File: src/rtl/multisim_push_arbiter_pkg.sv
// Shared types and helpers for the multisim push arbiter.
package multisim_push_arb_pkg;

  localparam int unsigned MAX_REQ = 16;

  typedef logic [3:0] arb_idx_t;

  // Round-robin successor of ptr among n requesters.
  function automatic arb_idx_t rr_next(arb_idx_t ptr, int unsigned n);
    if ({28'b0, ptr} + 32'd1 >= n) begin
      return '0;
    end
    return ptr + arb_idx_t'(1);
  endfunction

endpackage

File: src/rtl/multisim_push_arbiter_if.sv
// Requester-side and push-server-side handshake bundle for multisim_push_arbiter.
// Output width grows by the index tag when MULTISIM_PUSH_ARB_TAG_EN is defined.
interface multisim_push_arbiter_if #(
  parameter int unsigned N_REQ      = 2,
  parameter int unsigned DATA_WIDTH = 64
);
  localparam int unsigned IDX_W = $clog2(N_REQ);
`ifdef MULTISIM_PUSH_ARB_TAG_EN
  localparam int unsigned OUT_W = DATA_WIDTH + IDX_W;
`else
  localparam int unsigned OUT_W = DATA_WIDTH;
`endif

  logic [N_REQ-1:0]                 req_vld;
  logic [N_REQ-1:0][DATA_WIDTH-1:0] req_data;
  logic [N_REQ-1:0]                 req_rdy;
  logic                             out_vld;
  logic [OUT_W-1:0]                 out_data;
  logic                             out_rdy;
  logic [IDX_W-1:0]                 grant_idx;

  // Producers and push server side
  modport master (
    output req_vld, req_data, out_rdy,
    input  req_rdy, out_vld, out_data, grant_idx
  );

  // Arbiter side
  modport slave (
    input  req_vld, req_data, out_rdy,
    output req_rdy, out_vld, out_data, grant_idx
  );

endinterface

File: src/rtl/multisim_push_arbiter_rr_pick.sv
// Combinational round-robin picker: first set request at or after ptr, wrapping.
// Uses a doubled request vector so the wrap becomes a plain lowest-bit search.
module multisim_rr_pick
  import multisim_push_arb_pkg::*;
#(
  parameter int unsigned N = 2,
  localparam int unsigned IDX_W = $clog2(N)
) (
  input  logic [N-1:0]     i_req,
  input  logic [IDX_W-1:0] i_ptr,
  output logic [N-1:0]     o_gnt_onehot,
  output logic [IDX_W-1:0] o_gnt_idx,
  output logic             o_any
);

  logic [2*N-1:0] w_dbl;
  logic [2*N-1:0] w_masked;
  int             w_pos;

  assign w_dbl = {i_req, i_req};
  assign o_any = |i_req;

  // Drop doubled bits below the pointer; the upper copy covers the wrap.
  always_comb begin
    w_masked = '0;
    for (int i = 0; i < int'(2 * N); i++) begin
      w_masked[i] = w_dbl[i] & (i >= int'(i_ptr));
    end
  end

  // Lowest surviving bit position.
  always_comb begin
    w_pos = 0;
    for (int i = int'(2 * N) - 1; i >= 0; i--) begin
      if (w_masked[i]) begin
        w_pos = i;
      end
    end
  end

  // Fold the doubled position back to a requester index and one-hot grant.
  always_comb begin
    o_gnt_idx    = (w_pos >= int'(N)) ? IDX_W'(w_pos - int'(N)) : IDX_W'(w_pos);
    o_gnt_onehot = '0;
    for (int i = 0; i < int'(N); i++) begin
      o_gnt_onehot[i] = o_any & (o_gnt_idx == IDX_W'(i));
    end
  end

endmodule

File: src/rtl/multisim_push_arbiter.sv
// Round-robin arbiter sharing one push-server channel among N_REQ requesters,
// with a single registered output stage.
// Optional: MULTISIM_PUSH_ARB_TAG_EN prepends the winner index to out_data.
module multisim_push_arbiter
  import multisim_push_arb_pkg::*;
#(
  parameter int unsigned N_REQ      = 2,
  parameter int unsigned DATA_WIDTH = 64
) (
  input logic                    clk,
  input logic                    rst,
  multisim_push_arbiter_if.slave bus
);

  localparam int unsigned IDX_W = $clog2(N_REQ);
`ifdef MULTISIM_PUSH_ARB_TAG_EN
  localparam int unsigned OUT_W = DATA_WIDTH + IDX_W;
`else
  localparam int unsigned OUT_W = DATA_WIDTH;
`endif

  logic             r_out_vld;
  logic [OUT_W-1:0] r_out_data;
  logic [IDX_W-1:0] r_grant_idx;
  logic [IDX_W-1:0] r_rr_ptr;

  logic             w_load;
  logic             w_fire;
  logic             w_any;
  logic [N_REQ-1:0] w_onehot;
  logic [IDX_W-1:0] w_gnt_idx;
  logic [OUT_W-1:0] w_beat;

  multisim_rr_pick #(
    .N (N_REQ)
  ) u_pick (
    .i_req        (bus.req_vld),
    .i_ptr        (r_rr_ptr),
    .o_gnt_onehot (w_onehot),
    .o_gnt_idx    (w_gnt_idx),
    .o_any        (w_any)
  );

  // Output register may take a beat when empty or draining this cycle.
  assign w_load      = ~r_out_vld | bus.out_rdy;
  assign w_fire      = w_load & w_any & ~rst;
  assign bus.req_rdy = w_fire ? w_onehot : '0;

`ifdef MULTISIM_PUSH_ARB_TAG_EN
  assign w_beat = {w_gnt_idx, bus.req_data[w_gnt_idx]};
`else
  assign w_beat = bus.req_data[w_gnt_idx];
`endif

  // Output stage and round-robin pointer; pointer moves only on a transfer.
  always_ff @(posedge clk) begin
    if (rst) begin
      r_out_vld   <= 1'b0;
      r_out_data  <= '0;
      r_grant_idx <= '0;
      r_rr_ptr    <= '0;
    end else if (w_fire) begin
      r_out_vld   <= 1'b1;
      r_out_data  <= w_beat;
      r_grant_idx <= w_gnt_idx;
      r_rr_ptr    <= IDX_W'(rr_next(arb_idx_t'(w_gnt_idx), N_REQ));
    end else if (bus.out_rdy) begin
      r_out_vld <= 1'b0;
    end
  end

  assign bus.out_vld   = r_out_vld;
  assign bus.out_data  = r_out_data;
  assign bus.grant_idx = r_grant_idx;

  // Legal requester count.
  a_n_req_range: assert property (@(posedge clk) (N_REQ >= 2) && (N_REQ <= MAX_REQ));

  // At most one requester is granted per cycle.
  a_rdy_onehot: assert property (@(posedge clk) $onehot0(bus.req_rdy));

  // Requesters must hold valid and payload until accepted.
  for (genvar g = 0; g < N_REQ; g++) begin : g_hold_chk
    a_no_retract: assert property (@(posedge clk) disable iff (rst)
      bus.req_vld[g] && !bus.req_rdy[g] |=> bus.req_vld[g] && $stable(bus.req_data[g]));
  end

endmodule

File: src/flat_wrapper.sv
// flat-port wrapper written by rule: the top's interface ports become plain ports
module multisim_push_arbiter_flat import multisim_push_arb_pkg::*;
#(
  parameter int unsigned N_REQ      = 2,
  parameter int unsigned DATA_WIDTH = 64
)
  (clk, rst, bus_req_vld, bus_req_data, bus_out_rdy, bus_req_rdy, bus_out_vld, bus_out_data, bus_grant_idx);
  multisim_push_arbiter_if #(.N_REQ(N_REQ), .DATA_WIDTH(DATA_WIDTH)) bus_i ();
  input logic clk;
  input logic rst;
  input wire logic [$bits(bus_i.req_vld)-1:0] bus_req_vld;
  input wire logic [$bits(bus_i.req_data)-1:0] bus_req_data;
  input wire logic [$bits(bus_i.out_rdy)-1:0] bus_out_rdy;
  output wire logic [$bits(bus_i.req_rdy)-1:0] bus_req_rdy;
  output wire logic [$bits(bus_i.out_vld)-1:0] bus_out_vld;
  output wire logic [$bits(bus_i.out_data)-1:0] bus_out_data;
  output wire logic [$bits(bus_i.grant_idx)-1:0] bus_grant_idx;
  assign bus_i.req_vld = bus_req_vld;
  assign bus_i.req_data = bus_req_data;
  assign bus_i.out_rdy = bus_out_rdy;
  assign bus_req_rdy = bus_i.req_rdy;
  assign bus_out_vld = bus_i.out_vld;
  assign bus_out_data = bus_i.out_data;
  assign bus_grant_idx = bus_i.grant_idx;
  multisim_push_arbiter #(.N_REQ(N_REQ), .DATA_WIDTH(DATA_WIDTH)) u_core (.clk(clk), .rst(rst), .bus(bus_i));
endmodule
File: config.mk
export PLATFORM = sky130hd
export DESIGN_NAME = multisim_push_arbiter_flat
export DESIGN_NICKNAME = d
export VERILOG_FILES = /design/src/rtl/multisim_push_arbiter_pkg.sv /design/src/rtl/multisim_push_arbiter_if.sv /design/src/rtl/multisim_push_arbiter_rr_pick.sv /design/src/rtl/multisim_push_arbiter.sv /design/src/flat_wrapper.sv
export SDC_FILE = /design/constraint.sdc
export NUM_CORES = 1
export LEC_CHECK = 0
export ABC_AREA = 1
export CAP_MARGIN = 20
export CORE_ASPECT_RATIO = 2
export CORE_UTILIZATION = 42
export CTS_CLUSTER_DIAMETER = 200
export CTS_CLUSTER_SIZE = 25
export DETAILED_ROUTE_END_ITERATION = 10
export PLACE_DENSITY = 0.87
export SYNTH_ARGS = -nofsm -noshare
export SYNTH_HDL_FRONTEND = slang
export SYNTH_HIERARCHICAL = 1
export SYNTH_SLANG_ARGS = --single-unit
File: constraint.sdc
create_clock -name clk -period 2.79 [get_ports clk]
set_input_delay 0.837 -clock clk [delete_from_list [all_inputs] [get_ports clk]]
set_output_delay 0.837 -clock clk [all_outputs]
set_load 0.005 [all_outputs]
Yosys cells after proc, flatten, opt, wreduce, memory -nomap -nowiden:

Cells that the tools add are included.

* flip-flop bits (word level): 67
* bits in latches: 0
* memory bits (writable): 0
* ROM bits: 0
* input port bits: 133
* output and inout bits: 68
* word-level logic and storage cells: 36
* memories kept: 0

* add/subtract/negate cells: 3
* multipliers: 0
* divide/modulo/power cells: 0
* $lt $le $gt $ge: 4
* equality and inequality tests: 0
* shift operators: 0
* multiplexer cells: 14
* bitwise logic cells: 9
* reduce and logical (&&, ||, !) cells: 2

Operators by type and width (number)
* two-way mux 64 bit: 2
* >= comparator 32 x 2 -> 1 bit, second input constant: 1
* two-way mux 1 bit: 8
* two-way mux 2 bit: 4
* bitwise AND 1 bit: 5
* inverter 1 bit: 3
* adder 1 x 1 -> 2 bit, second input constant: 1
* >= comparator 2 bit, second input constant: 1
* less-than comparator 1 x 2 -> 1 bit, second input constant: 1
* nonzero test 2 bit: 1
* OR reduction 2 bit: 1
* adder 1 bit, second input constant: 1
* >= comparator 1 bit, first input constant: 1
* bitwise OR 1 bit: 1
* subtractor 1 bit, second input constant: 1

Longest topological paths before layout:

Gate-level depths: netlist of the first run.

* depth in word-level cells: 11
* mapped depth: 10
* depth with buffers taken out: 8

Hierarchy:

The synthesis of the first run kept the hierarchy.

Modules (own cells, without submodules)
* multisim_push_arbiter: times used 1, cells each 632, area an instance 3545.9 µm², seq. area each 1341.3 µm²
* multisim_rr_pick: times used 1, cells each 7, area an instance 30.0 µm², seq. area each 0.0 µm²

Worst setup path before layout of the first run:

OpenSTA, ideal clock, no wires.

* path type: input-to-output
* from: input bus_req_vld[1]
* to: output bus_req_rdy[0]
* data arrival time: 1.567 ns
* data required time: 1.953 ns
* slack: 0.386 ns
* stages on the path: 8
* path buffers: 2
* cell sequence: inv_1 nand2_1 inv_1 nor2_2 nand2_2 buf_6 buf_4 nor2_1

* elaborated cells on any way between the ends: 11
* those cells by class: add/sub: 1; order compare: 1; mux: 4; bitwise: 4; reduce/logical: 1

RTL lines
* from (decl): line flat_wrapper.sv:11 `input wire logic [$bits(bus_i.req_vld)-1:0] bus_req_vld;`
* OR reduction 2 bit *: line multisim_push_arbiter_rr_pick.sv:21 `assign o_any = |i_req;`
* via u_core.w_any: line multisim_push_arbiter.sv:29 `logic w_any;`
* bitwise AND 1 bit (2 in a row): line multisim_push_arbiter.sv:46 `assign w_fire = w_load & w_any & ~rst;`
* two-way mux 2 bit *: line multisim_push_arbiter.sv:47 `assign bus.req_rdy = w_fire ? w_onehot : '0;`
* to (decl): line flat_wrapper.sv:14 `output wire logic [$bits(bus_i.req_rdy)-1:0] bus_req_rdy;`

Mark *: on every way through the listed nets, which the timed path passes. The rest lies on a longest branch.

Worst setup path in the final report of the first run:

* from: input bus_out_rdy
* to: output bus_req_rdy[0]

* cells in the longest elaborated chain, start to end: 4

Ends and longest elaborated chain
* from (decl): line flat_wrapper.sv:13 `input wire logic [$bits(bus_i.out_rdy)-1:0] bus_out_rdy;`
* bitwise OR 1 bit: line multisim_push_arbiter.sv:45 `assign w_load = ~r_out_vld | bus.out_rdy;`
* bitwise AND 1 bit (2 in a row): line multisim_push_arbiter.sv:46
* two-way mux 2 bit: line multisim_push_arbiter.sv:47

No other way between the ends.

==> out/metrics.csv, run 1 <==
metric,value,unit
dieArea,0.00891,sq mm
synthCells,639,
leakage,3.05,nW
placed_area,0.00565,sq mm
synth_top_area_share,37.5,%
synthToLayoutAreaGrowth,65.9,%
drt-met1-wl,3.83,mm
top_layer,met4,
die_w,67.2,microns
reg2reg_to,u_core/bus.out_data[53],
async_flop_share,0,%
critPathLaunch,bus_out_rdy,
gp_congestion,0.861,
core,0.00829,sq mm
clock_path_buffers,2,
worstPathCellList,clkdlybuf4s50_1 -> inv_1 -> nand2_1 -> nand2_4 -> nor2_1 -> clkdlybuf4s15_2,
num_rows,47,
cts-root-buf,clkbuf_16,
ys_top_cells_by_count,"nand2_1 (324), nor2_1 (131), inv_1 (73), dfxtp_1 (67), buf_2 (23)",
wl,10.7,mm
skew,0.00601,ns
ant_nets,0,
worstPathRequired,1.95,ns
end_kind,output pin,
start_util,43.1,%
io_pins,201,
pwr-share-clk,34.9,%
finalNetCount,963,
cts_buffers,9,
setup.worst_path.end,bus_req_rdy[0],
pwr-share-seq,38.3,%
reg2reg_depth,7,
worst-r2r-setup-slack,1.09,ns
grt_max_degree,84,
drc,0,
dr.pass1.iters,4,
overflow,0,
finalSetupViolCount,0,
avgSynthCellArea,5.60,sq um
intPower,0.00208,W
fin_hold_ws,0.500,ns
hold_violations,0,
clk_pin_slew,0.05,ns
routed-wl-met2,5.85,mm
nFillCells,692,
gr-usage-all-layers,24.5,%
synth_area,0.00358,sq mm
synth-edff-count,0,
startpoint_type,input port,
grt_pass1_wl,16.6,mm
worst_slack,0.0924,ns
ys_seq_elements,67,
cts_tree,built,
slew_viol_final,0,
ys_warn_count,6,
yosys.area.top_type,dfxtp_1,
path_class,in2out,
tightest_slew,0.749,ns
dpl.hpwl,8.00,mm
cp_data_arrival_time,1.86,ns
antenna_found_initial,0,
synth.most_common_cell,nand2_1,
power_density,476,mW/mm^2
port_buffers,200,
power_switching,0.000743,W
yosysUniqueCellTypes,12,
finalCriticalPeriod,2.70,ns
syn-num-nets,772,
drive_gt1_share,4.56,%
grt_pass1_vias,3916,
cts_max_level,3,
reg2reg_from,u_core/bus.out_vld,
worst_path_max_delay_cell,clkdlybuf4s50_1,
wl_met3,611,microns
utilization,71.5,%
status,finished clean,
seq_area_frac_synth,37.5,%
fin_crit_sh,96.7,%
synth.area.top_cells,"dfxtp_1 (38%), nand2_1 (34%), nor2_1 (14%), inv_1 (7.7%), buf_2 (3.2%)",
finish.instance_area,0.00593,sq mm
diodes,0,
synthFlopType,dfxtp_1,
slew_headroom,50.0,%
combPwrFrac,26.8,%
chipHeight,132,microns
initialDrtViolationCount,175,
vias_per_cell,4.51,
cts_hold_buf,0,
fmax,371,MHz
wl_per_cell,11.5,microns
irDropWorstVdd,0.000419,V
clock_latency,0.32,ns
setup_tns,0,ns
cts_sinks,67,
cpPeakStageDelay,0.45,ns
maxCapViolCount,0,
critPathMaxFanout,4,
vias,4202,
switching_share,26.3,%
grt_setup_unrepaired,false,
hold_path_class,reg2reg,
dp_slack,-0.401,ns
routing by layer:
layer	vias to the layer above	track usage [%]
met3	41	5.34
met1	1804	22.5
met2	151	45.9
met5	-	0
met4	0	14.3
li1	2206	-
per-stage QoR:
step | total power, W | std cells
global placement | 0.00183 | 916
global route | 0.00299 | 932
floorplan | 0.00143 | 639
CTS | 0.00286 | 932
detailed placement | 0.00185 | 916
finish | 0.00282 | 932
cells in the final DEF (no fill, tap or decap):
cell	instances
a21oi_1	5
a21oi_4	1
buf_12	3
buf_4	12
clkbuf_1	2
clkbuf_16	9
clkbuf_8	1
clkdlybuf4s15_2	2
clkdlybuf4s50_1	196
clkinv_2	3
dfxtp_1	67
dlygate4sd2_1	2
inv_1	69
inv_2	4
nand2_1	324
nand2_4	1
nand3_1	1
nor2_1	130
nor2_2	1
nor2_4	1
timing repair:
item | 4_1_cts | 5_1_grt
resized for setup | 12 | 0
setup buffers | 1 | 0
endpoints found under the setup margin | 2 | 0
worst min-delay path by stage:
stage | slack (ns) | to | depth (start not counted) | startpoint
detailed placement | 0.49 | u_core/r_rr_ptr | 2 | u_core/r_rr_ptr
finish | 0.50 | u_core/r_rr_ptr | 2 | u_core/r_rr_ptr
floorplan | 0.45 | u_core/r_rr_ptr | 2 | u_core/r_rr_ptr
CTS | 0.50 | u_core/bus.grant_idx | 2 | u_core/bus.grant_idx
global route | 0.53 | u_core/bus.grant_idx | 2 | u_core/bus.grant_idx
global placement | 0.47 | u_core/r_rr_ptr | 2 | u_core/r_rr_ptr
worst max-delay path: cells and delay by family:
| family | cells | cell delay (ns) |
|---|---|---|
| simple gates | 3 | 0.33 |
| buf+inv | 3 | 0.68 |
cell families after synthesis:
logic type             Yosys count  synth area share, %
DFF                             67                 37.5
AOI/OAI and AO/OA                6                0.840
and+or+nand+nor                458                 48.3
buffers and inverters          108                 13.4
power groups by stage:
stage	Sequential (W)	Clock (W)	Combinational [W]
4_1_cts	0.00108	0.00102	0.000758
2_1_floorplan	0.00111	0	0.000320
5_1_grt	0.00109	0.00106	0.000835
6_report	0.00108	0.000986	0.000756
3_5_place_dp	0.00110	0	0.000749
3_3_place_gp	0.00110	0	0.000730
final cells by class:
cell class	count	area, sq um	share of cell area [%]
Timing Repair Buffer	215	2150	36.3
Multi-Input combinational cell	464	1780	30.0
Sequential cell	67	1340	22.6
Inverter	73	274	4.62
Clock buffer	12	246	4.16
Tap cell	98	123	2.07
Clock inverter	3	15.0	0.253
sequential cells by signal, indices dropped and copies added (netlist names):
name	count
u_core/bus.out_data	64
u_core/bus.out_vld	1
u_core/bus.grant_idx	1
u_core/r_rr_ptr	1
(Power assumes the default switching activity.)
==> run 2: changes to the inputs <==
- GPL_TIMING_DRIVEN: not set -> 0
==> run 2 against run 1 <==
Against the previous run:
- sequential share of layout area is 0.33 points lower
- worst setup slack better by 0.020 ns
- first-iteration DRC count is 17% higher
- non-clock buffer count is 23 higher
- final area is 1.5% higher
- cell count is 2.5% higher
- critical path type unchanged
- largest power group is now the clock network
==> out/metrics.csv, run 2 (synthesis gave the netlist of run 1 again) <==
metric,value,unit,change
status,finished clean,,
largest_register_ffs,64,,unchanged
use_met1,25.6,%,+3.1 points
critPathMaxFanout,4,,unchanged
cts_sinks,67,,unchanged
skew,0.00521,ns,-0.000792 ns
io_pins,201,,unchanged
top_usage_layer,met2,,
critPathLaunch,bus_out_rdy,,
fin_hold_ws,0.493,ns,-0.00768 ns
gr-usage-met2,51.5,%,+5.6 points
leakage,3.12,nW,+2.4%
power_density,490,mW/mm^2,+2.9%
gp_congestion,0.866,,+0.52%
irDropWorstVdd,0.000354,V,-15%
finalNetCount,986,,+2.4%
power.total,0.00295,W,+4.4%
setup.worst_path.end,bus_req_rdy[1],,
maxCapViolCount,0,,unchanged
chipHeight,132,microns,unchanged
slew_viol_final,0,,unchanged
final_common_cell,nand2_1,,
dpl.hpwl,9.18,mm,+15%
wl,11.9,mm,+11%
num_rows,47,,unchanged
reg2reg_to,u_core/bus.out_data[58],,
drive_gt1_share,6.42,%,+1.9 points
cp_data_arrival_time,1.84,ns,-0.02 ns
finalSetupViolCount,0,,unchanged
worst_slack,0.112,ns,+0.0201 ns
hold_path_class,reg2reg,,
die_w,67.2,microns,unchanged
start_util,43.1,%,unchanged
gr-usage-all-layers,27.8,%,+3.3 points
overflow,0,,unchanged
grt_pass1_vias,4362,,+11%
diodes,0,,unchanged
clock_path_buffers,2,,unchanged
ant_nets,0,,unchanged
initialDrtViolationCount,205,,+17%
cts_max_level,3,,unchanged
vias,4429,,+5.4%
startpoint_type,input port,,
fin_crit_sh,96.0,%,-0.72 points
finalCriticalPeriod,2.68,ns,-0.0201 ns
grt_use_met3,5.52,%,+0.17 points
reg2reg_from,u_core/r_rr_ptr,,
dr.pass1.iters,4,,unchanged
tightest_slew,0.470,ns,-0.280 ns
dieArea,0.00891,sq mm,unchanged
end_kind,output pin,,
clock_latency,0.33,ns,about the same
vias_per_cell,4.64,,+2.9%
worst-r2r-setup-slack,1.28,ns,+0.19 ns
synthToLayoutAreaGrowth,68.3,%,
cts_buffers,9,,unchanged
core,0.00829,sq mm,unchanged
hold_violations,0,,unchanged
grt_max_degree,12,,-86%
cts-root-buf,clkbuf_16,,
drc,0,,unchanged
fmax,373,MHz,+0.75%
cts_hold_buf,0,,unchanged
grt_setup_unrepaired,false,,
wl_per_cell,12.5,microns,+8.2%
grt_pass1_wl,18.9,mm,+14%
final_cell_mix,"nand2_1 (323), clkdlybuf4s50_1 (195), nor2_1 (130)",,
dp_slack,-0.745,ns,-0.343 ns
path_class,in2out,,
clk_pin_slew,0.05,ns,about the same
worstPathRequired,1.95,ns,about the same
cts_tree,built,,
antenna_found_initial,0,,unchanged
reg2reg_depth,8,,+1
slew_headroom,68.7,%,+19 points
port_buffers,200,,unchanged
[run 2: changes by cell type in the layout (fill, tap and decap cells not counted), sizes merged]
cell / change
clkbuf: +2
clkdlybuf4s50: -1
bufinv: +1
clkinvlp: +2
clkdlybuf4s15: -1
clkinv: -1
buf: +21
[run 2: area by class of cell]
class,count,area (sq um)
clock inverter,5,55.1
sequential,67,1340
fill,693,2270
timing repair buffer,204,2020
clock buffer,10,229
inverter,73,274
buffer,34,206
tap,98,123
multi-input combinational,464,1770
[run 2: worst min-delay path by stage]
stage | start | end | slack, ns | cells past startpoint
2_1_floorplan | u_core/r_rr_ptr | u_core/r_rr_ptr | 0.45 | 2
3_3_place_gp | u_core/r_rr_ptr | u_core/r_rr_ptr | 0.47 | 2
3_5_place_dp | u_core/r_rr_ptr | u_core/r_rr_ptr | 0.48 | 2
4_1_cts | u_core/r_rr_ptr | u_core/r_rr_ptr | 0.49 | 2
5_1_grt | u_core/bus.out_data[56] | u_core/bus.out_data[56] | 0.54 | 4
6_report | u_core/r_rr_ptr | u_core/r_rr_ptr | 0.49 | 2
[run 2: repair_timing]
action,in CTS,in global routing
setup endpoints to repair,2,1
buffers inserted,3,1
resized for setup,14,5
gates cloned,0,0
pin swaps,1,2
[run 2: metal layers]
metal,vias up,share of wire (%)
met5,-,0
met2,173,54
li1,2260,-
met3,47,5.7
met1,1949,35
met4,0,4.9
[run 2: power breakdown]
group	total (W)	leakage, nW	switching [W]	internal (W)
clock	0.00109	0.134	0.000405	0.000683
sequential	0.00108	0.555	0.0000411	0.00104
combinational	0.000779	2.43	0.000346	0.000433
[run 2: per-stage QoR]
step	setup TNS, ns	utilization [%]	area (sq um)	std cells
2_1_floorplan	0	-	3580	639
3_3_place_gp	-1.46	68.7	5700	937
3_5_place_dp	-1.48	68.7	5700	937
4_1_cts	0	72.4	6000	954
5_1_grt	0	72.6	6020	955
6_report	0	72.6	6020	955
[run 2: critical path: stages]
cell and delay [ns]:
clkdlybuf4s50_1 0.45, inv_1 0.05, nand2_2 0.10, nand2_4 0.07
buf_12 0.13, nor2_1 0.08, buf_2 0.12
==> run 3: changes to the inputs <==
- CAP_MARGIN: 20 -> not set
==> results of run 3 <==
Final layout, timing and power as in run 2 (identical DEF).
